### src/rtl/bp_fe_pkg.sv
// bp_fe_pkg: FE queue message types and pairer state shared by the FE queue pairer
package bp_fe_pkg;
  typedef enum logic {e_bp_default_cfg} bp_params_e;
  typedef enum logic {e_fe_fetch, e_fe_exception} bp_fe_queue_type_e;
  typedef struct packed {
    bp_fe_queue_type_e msg_type;
    logic [38:0]       pc;
    logic [31:0]       instr;
  } bp_fe_queue_s;
  typedef enum logic {e_out_idle, e_out_valid} bp_fe_pairer_state_e;
  function automatic int bp_fe_queue_width_f(input bp_params_e cfg);
    return (cfg == e_bp_default_cfg) ? $bits(bp_fe_queue_s) : 0;
  endfunction
  function automatic logic is_exception(input bp_fe_queue_s pkt);
    return pkt.msg_type == e_fe_exception;
  endfunction
endpackage

### src/rtl/bp_fe_pair_buffer.sv
// bp_fe_pair_buffer: circular buffer with one write port, a two-entry head peek and 0/1/2 pop
module bp_fe_pair_buffer #(
  parameter int width_p = 8,
  parameter int els_p = 4,
  localparam int lg_lp = $clog2(els_p),
  localparam int cw_lp = lg_lp + 1
) (
  input  logic               clk_i,
  input  logic               reset_i,
  input  logic               clear_i,
  input  logic [width_p-1:0] wdata_i,
  input  logic               push_i,
  input  logic [1:0]         pop_i,
  output logic [width_p-1:0] h_o,
  output logic [width_p-1:0] n_o,
  output logic [cw_lp-1:0]   count_o,
  output logic               full_o
);
  logic [width_p-1:0] r_mem [els_p];
  logic [cw_lp-1:0]   r_rptr, r_wptr;
  logic [lg_lp-1:0]   w_nidx;
  always_ff @(posedge clk_i) begin
    if (reset_i | clear_i) begin
      r_rptr <= '0;
      r_wptr <= '0;
    end else begin
      r_wptr <= r_wptr + cw_lp'(push_i);
      r_rptr <= r_rptr + cw_lp'(pop_i);
    end
  end
  always_ff @(posedge clk_i) begin
    if (push_i) r_mem[r_wptr[lg_lp-1:0]] <= wdata_i;
  end
  assign w_nidx  = r_rptr[lg_lp-1:0] + lg_lp'(1);
  assign h_o     = r_mem[r_rptr[lg_lp-1:0]];
  assign n_o     = r_mem[w_nidx];
  assign count_o = r_wptr - r_rptr;
  assign full_o  = (r_wptr[lg_lp-1:0] == r_rptr[lg_lp-1:0]) & (r_wptr[lg_lp] != r_rptr[lg_lp]);
endmodule

### src/rtl/bp_fe_queue_pairer.sv
// bp_fe_queue_pairer: buffers FE queue packets and issues them to the BE as older/younger slot pairs
module bp_fe_queue_pairer
  import bp_fe_pkg::*;
#(
  parameter bp_params_e bp_params_p = e_bp_default_cfg,
  parameter int buf_els_p = 4,
  parameter int pair_timeout_p = 3,
  localparam int fe_queue_width_lp = bp_fe_queue_width_f(bp_params_p)
) (
  input  logic                         clk_i,
  input  logic                         reset_i,
  input  logic                         flush_i,
  input  logic [fe_queue_width_lp-1:0] fetch_pkt_i,
  input  logic                         fetch_v_i,
  output logic                         fetch_ready_o,
  output logic [fe_queue_width_lp-1:0] fe_queue1_o,
  output logic [fe_queue_width_lp-1:0] fe_queue2_o,
  output logic                         fe_queue_v1_o,
  output logic                         fe_queue_v2_o,
  input  logic                         fe_queue_ready_i
);
  localparam int cw_lp = $clog2(buf_els_p) + 1;
  localparam int tw_lp = (pair_timeout_p > 0) ? $clog2(pair_timeout_p + 1) : 1;
  localparam logic [tw_lp-1:0] timeout_lp = tw_lp'(pair_timeout_p);
  bp_fe_pairer_state_e          r_state;
  logic [fe_queue_width_lp-1:0] r_q1, r_q2;
  logic                         r_v1, r_v2;
  logic [tw_lp-1:0]             r_timer;
  bp_fe_queue_s                 w_h, w_n, w_n_eff;
  logic [cw_lp-1:0]             w_count;
  logic                         w_full, w_push, w_can_load, w_n_avail, w_h_exc, w_n_exc;
  logic                         w_pair, w_single, w_load;
  logic [1:0]                   w_pop;
  bp_fe_pair_buffer #(
    .width_p(fe_queue_width_lp),
    .els_p  (buf_els_p)
  ) buffer (
    .clk_i  (clk_i),
    .reset_i(reset_i),
    .clear_i(flush_i),
    .wdata_i(fetch_pkt_i),
    .push_i (w_push),
    .pop_i  (w_pop),
    .h_o    (w_h),
    .n_o    (w_n),
    .count_o(w_count),
    .full_o (w_full)
  );
  assign fetch_ready_o = ~w_full & ~flush_i & ~reset_i;
  assign w_push        = fetch_v_i & fetch_ready_o;
  // A lone buffered head may pair with the beat arriving this cycle
  always_comb begin
    w_n_avail  = (w_count >= cw_lp'(2)) | ((w_count == cw_lp'(1)) & w_push);
    w_n_eff    = (w_count >= cw_lp'(2)) ? w_n : bp_fe_queue_s'(fetch_pkt_i);
    w_h_exc    = is_exception(w_h);
    w_n_exc    = is_exception(w_n_eff);
    w_can_load = (r_state == e_out_idle) | fe_queue_ready_i;
    w_pair     = w_can_load & w_n_avail & ~w_h_exc & ~w_n_exc;
    w_single   = w_can_load & ~w_pair & (w_count != '0)
               & (w_h_exc | (w_n_avail & w_n_exc) | (r_timer == timeout_lp));
    w_load     = w_pair | w_single;
    w_pop      = w_pair ? 2'd2 : w_single ? 2'd1 : 2'd0;
  end
  always_ff @(posedge clk_i) begin
    if (reset_i | flush_i) r_timer <= '0;
    else if ((w_pop != 2'd0) | (w_push & (w_count == '0))) r_timer <= '0;
    else if ((w_count == cw_lp'(1)) & ~w_h_exc & (r_timer != timeout_lp)) r_timer <= r_timer + tw_lp'(1);
  end
  always_ff @(posedge clk_i) begin
    if (reset_i | flush_i) begin
      r_state <= e_out_idle;
      r_v1    <= 1'b0;
      r_v2    <= 1'b0;
      r_q1    <= '0;
      r_q2    <= '0;
    end else if (w_load) begin
      r_state <= e_out_valid;
      r_v1    <= 1'b1;
      r_v2    <= w_pair;
      r_q1    <= w_h;
      r_q2    <= w_pair ? w_n_eff : '0;
    end else if ((r_state == e_out_valid) & fe_queue_ready_i) begin
      r_state <= e_out_idle;
      r_v1    <= 1'b0;
      r_v2    <= 1'b0;
      r_q1    <= '0;
      r_q2    <= '0;
    end
  end
  assign fe_queue1_o   = r_q1;
  assign fe_queue2_o   = r_q2;
  assign fe_queue_v1_o = r_v1;
  assign fe_queue_v2_o = r_v2;
endmodule

### config.mk
export PLATFORM = sky130hd
export DESIGN_NAME = bp_fe_queue_pairer
export DESIGN_NICKNAME = d
export VERILOG_FILES = /design/src/rtl/bp_fe_pkg.sv /design/src/rtl/bp_fe_pair_buffer.sv /design/src/rtl/bp_fe_queue_pairer.sv
export SDC_FILE = /design/constraint.sdc
export NUM_CORES = 1
export LEC_CHECK = 0
export CAP_MARGIN = 0
export CORE_UTILIZATION = 56
export CTS_CLUSTER_SIZE = 28
export DETAILED_ROUTE_END_ITERATION = 16
export PLACE_DENSITY_LB_ADDON = 0.05
export SLEW_MARGIN = 10
export SYNTH_ARGS = -nofsm -noshare
export SYNTH_HDL_FRONTEND = slang
export SYNTH_SLANG_ARGS = --single-unit
### constraint.sdc
create_clock -name clk_i -period 8.8 [get_ports clk_i]
set_input_delay 1.76 -clock clk_i [delete_from_list [all_inputs] [get_ports clk_i]]
set_output_delay 1.76 -clock clk_i [all_outputs]
set_load 0.02 [all_outputs]
==> results.ini <==
[synthesis]
synth_top_cell_by_area = edfxtp_1
synth_area_leaders = edfxtp_1 47%, mux4_2 18%, dfxtp_1 17%
syn_inst = 1161
seq_area_frac_synth_pct = 63.5
synth_top_area_share_pct = 46.8
syn_area_per_cell_um2 = 15.9
ys_seq_elements = 442
synthFlopType = edfxtp_1
yosysWarnings = 0
synth-async-reset-ratio_pct = 0
synth.most_common_cell = edfxtp_1
ys_types = 35
syn-cell-area_mm2 = 0.0185
syn_nets = 1246
synth_commonest_cells = 288 x edfxtp_1, 154 x dfxtp_1, 148 x nand2_1, 144 x mux2i_1, 144 x mux4_2
synth_edf_count = 288

[route]
routedWlPerCell_um = 22.0
via_per_inst = 5.84
drc_errors = 0
initialDrtViolationCount = 680
vias = 10800
dr.pass1.iters = 5
antenna_left = 0
wirelength_um = 40700

[sta]
fmax_mhz = 188
final_max_slew_viol_count = 0
holdWs_ns = 0.455
setup_violations = 0
rsz0062_at_grt = no
worst_pin_slew_ns = 1.17
fin_worst_skew_ns = 0.0166
finalHoldViolCount = 0
slew_headroom_pct = 21.7
fin_crit_ns = 5.33
fin_setup_tns_ns = 0
period_share_pct = 60.5

[worst_setup_path]
worstSetupEndpoint = fetch_ready_o
ff2ff_path_depth = 8
crit_slowest_cell = clkdlybuf4s50_1
r2r_slack_ns = 4.24
crit_top_cell = clkdlybuf4s50_1
crit_arrival_ns = 3.57
path_class = in -> out
startpoint = flush_i
worstPathRequired_ns = 7.04
crit_chain = clkdlybuf4s50_1 > or2_1 > a31oi_1 > clkdlybuf4s50_1
cp_max_fo = 7
setup.worst_path.end_class = primary output
rr_startpoint = buffer.r_rptr[1]
cpPeakStageDelay_ns = 0.70
cp-start-kind = input pin
timing.rr.end = fe_queue2_o[13]

[cells_and_area]
fin_nets = 1456
area_growth_pct = 22.0
fill_cells = 2285
fin_util_pct = 69.3
seqCellArea_mm2 = 0.0117
design_area_mm2 = 0.0225
multiInputGateArea_mm2 = 0.00617
drive_above_1_share_pct = 16.7

[floorplanning]
dieArea_mm2 = 0.0337
die_w_um = 184
fp.dieH_um = 184
core.rowCount = 66
pin_count = 224
start_util_pct = 56.8
core-area_mm2 = 0.0325

[power_and_ir_drop]
p_per_area_mw_per_mm2 = 190
power_mw = 4.29
vdd_drop_max_uv = 159
leakagePower_nw = 7.40

[clocking]
clk_path_buf_depth = 3
postCtsHoldBufs = 0
cts.sinks = 442
cts_setup_buffers = 0
cts_htree_levels = 2
cts_tree = done
cts-root-buf = clkbuf_16
path_clk_slew_ns = 0.06
cts_buffers = 45
insertion_delay_ns = 0.54
cts_resized = 0

[run]
maxCapViolations = 0

[place]
gp_congestion = 0.784
port_buffers = 223
dpl.hpwl_um = 23200
placed_cell_area_mm2 = 0.0211

[global_routing]
grt_first_pass_wirelength_um = 63100
grt_pass1_vias = 11000
gr-total-overflow = 0
grt_antenna_before_repair = 2
track_usage_pct = 24.7
grt_max_degree = 74

[outcome]
status = complete, no violations

[hold_path]
worstHoldPathCells = 2
hp-class = reg -> reg

-- area by class of cell --
class,count,area share (%)
multi-input cells,560,27.4
diodes,1,0.0111
repair buffers,242,10.5
clock buffers,76,6.01
inverters,80,1.33
well taps,442,2.45
flip-flops and latches,442,52.1
clock inverters,7,0.178
-- placed cells by master, fill, tap and decap left out, types with 4 or more instances in the layout --
cell type / synthesis / layout
clkbuf_16: 0 / 47
nor2_1: 7 / 6
nand2_1: 148 / 146
clkdlybuf4s50_1: 0 / 223
edfxtp_1: 288 / 288
clkbuf_8: 0 / 7
mux2i_1: 144 / 144
mux4_2: 144 / 144
buf_4: 6 / 19
dfxtp_1: 154 / 152
o22ai_1: 71 / 71
ha_1: 6 / 6
clkbuf_1: 39 / 22
inv_1: 80 / 80
nor3_2: 0 / 4
-- per-layer routing --
metal	routed length (um)	part of all wire, %	global-route usage (%)
met1	17400	43	34.4
met2	20000	49	40.7
met3	2810	6.9	5.21
met4	518	1.3	4.97
met5	11	0.027	0
-- power by group --
part           total, mW  switching (mW)  internal (mW)
Combinational      0.255           0.140          0.115
Clock               1.79           0.747           1.05
Sequential          2.24          0.0128           2.23
Total               4.29           0.900           3.39
-- cells by family (layout without fill, tap and decap cells) --
logic type               Yosys count  after routing  synth area share [%]
adder cells (fa/ha/maj)            8              8                 0.623
XOR/XNOR                           5              5                 0.312
other                              0              1                     0
multiplexers                     288            288                  25.4
AND/OR/NAND/NOR                  174            174                  3.77
AO/OA/AOI/OAI                     85             85                  2.95
buffers and inverters            159            405                  3.47
flip-flops                       442            442                  63.5
-- state kept, by name, indices dropped and copies added (netlist names) --
register and flops:
buffer.r_mem 288, buffer.r_rptr 3, buffer.r_wptr 3, fe_queue1_o 72, fe_queue2_o 72, fe_queue_v1_o 1
fe_queue_v2_o 1, r_timer 2
-- worst max-delay path: cells and delay by family --
| kind | cells | cell delay, ns |
|---|---|---|
| buffers and inverters | 2 | 1.17 |
| and+or+nand+nor | 1 | 0.39 |
| AOI/OAI and AO/OA | 1 | 0.24 |
-- per-stage QoR --
step | setup WS [ns] | instances
5_1_grt | 3.33 | 1849
3_3_place_gp | 3.42 | 1766
2_1_floorplan | 0.515 | 1161
6_report | 3.47 | 1850
4_1_cts | 3.44 | 1849
3_5_place_dp | 3.45 | 1766
-- worst min path at each step --
stage	start	end	slack, ns
2_1_floorplan	r_timer[1]	r_timer[1]	0.52
3_3_place_gp	fe_queue2_o[33]	fe_queue2_o[33]	0.44
3_5_place_dp	fe_queue2_o[33]	fe_queue2_o[33]	0.45
4_1_cts	fe_queue2_o[33]	fe_queue2_o[33]	0.46
5_1_grt	fe_queue1_o[36]	fe_queue1_o[36]	0.47
6_report	fe_queue2_o[33]	fe_queue2_o[33]	0.46
(Power assumes the default switching activity.)
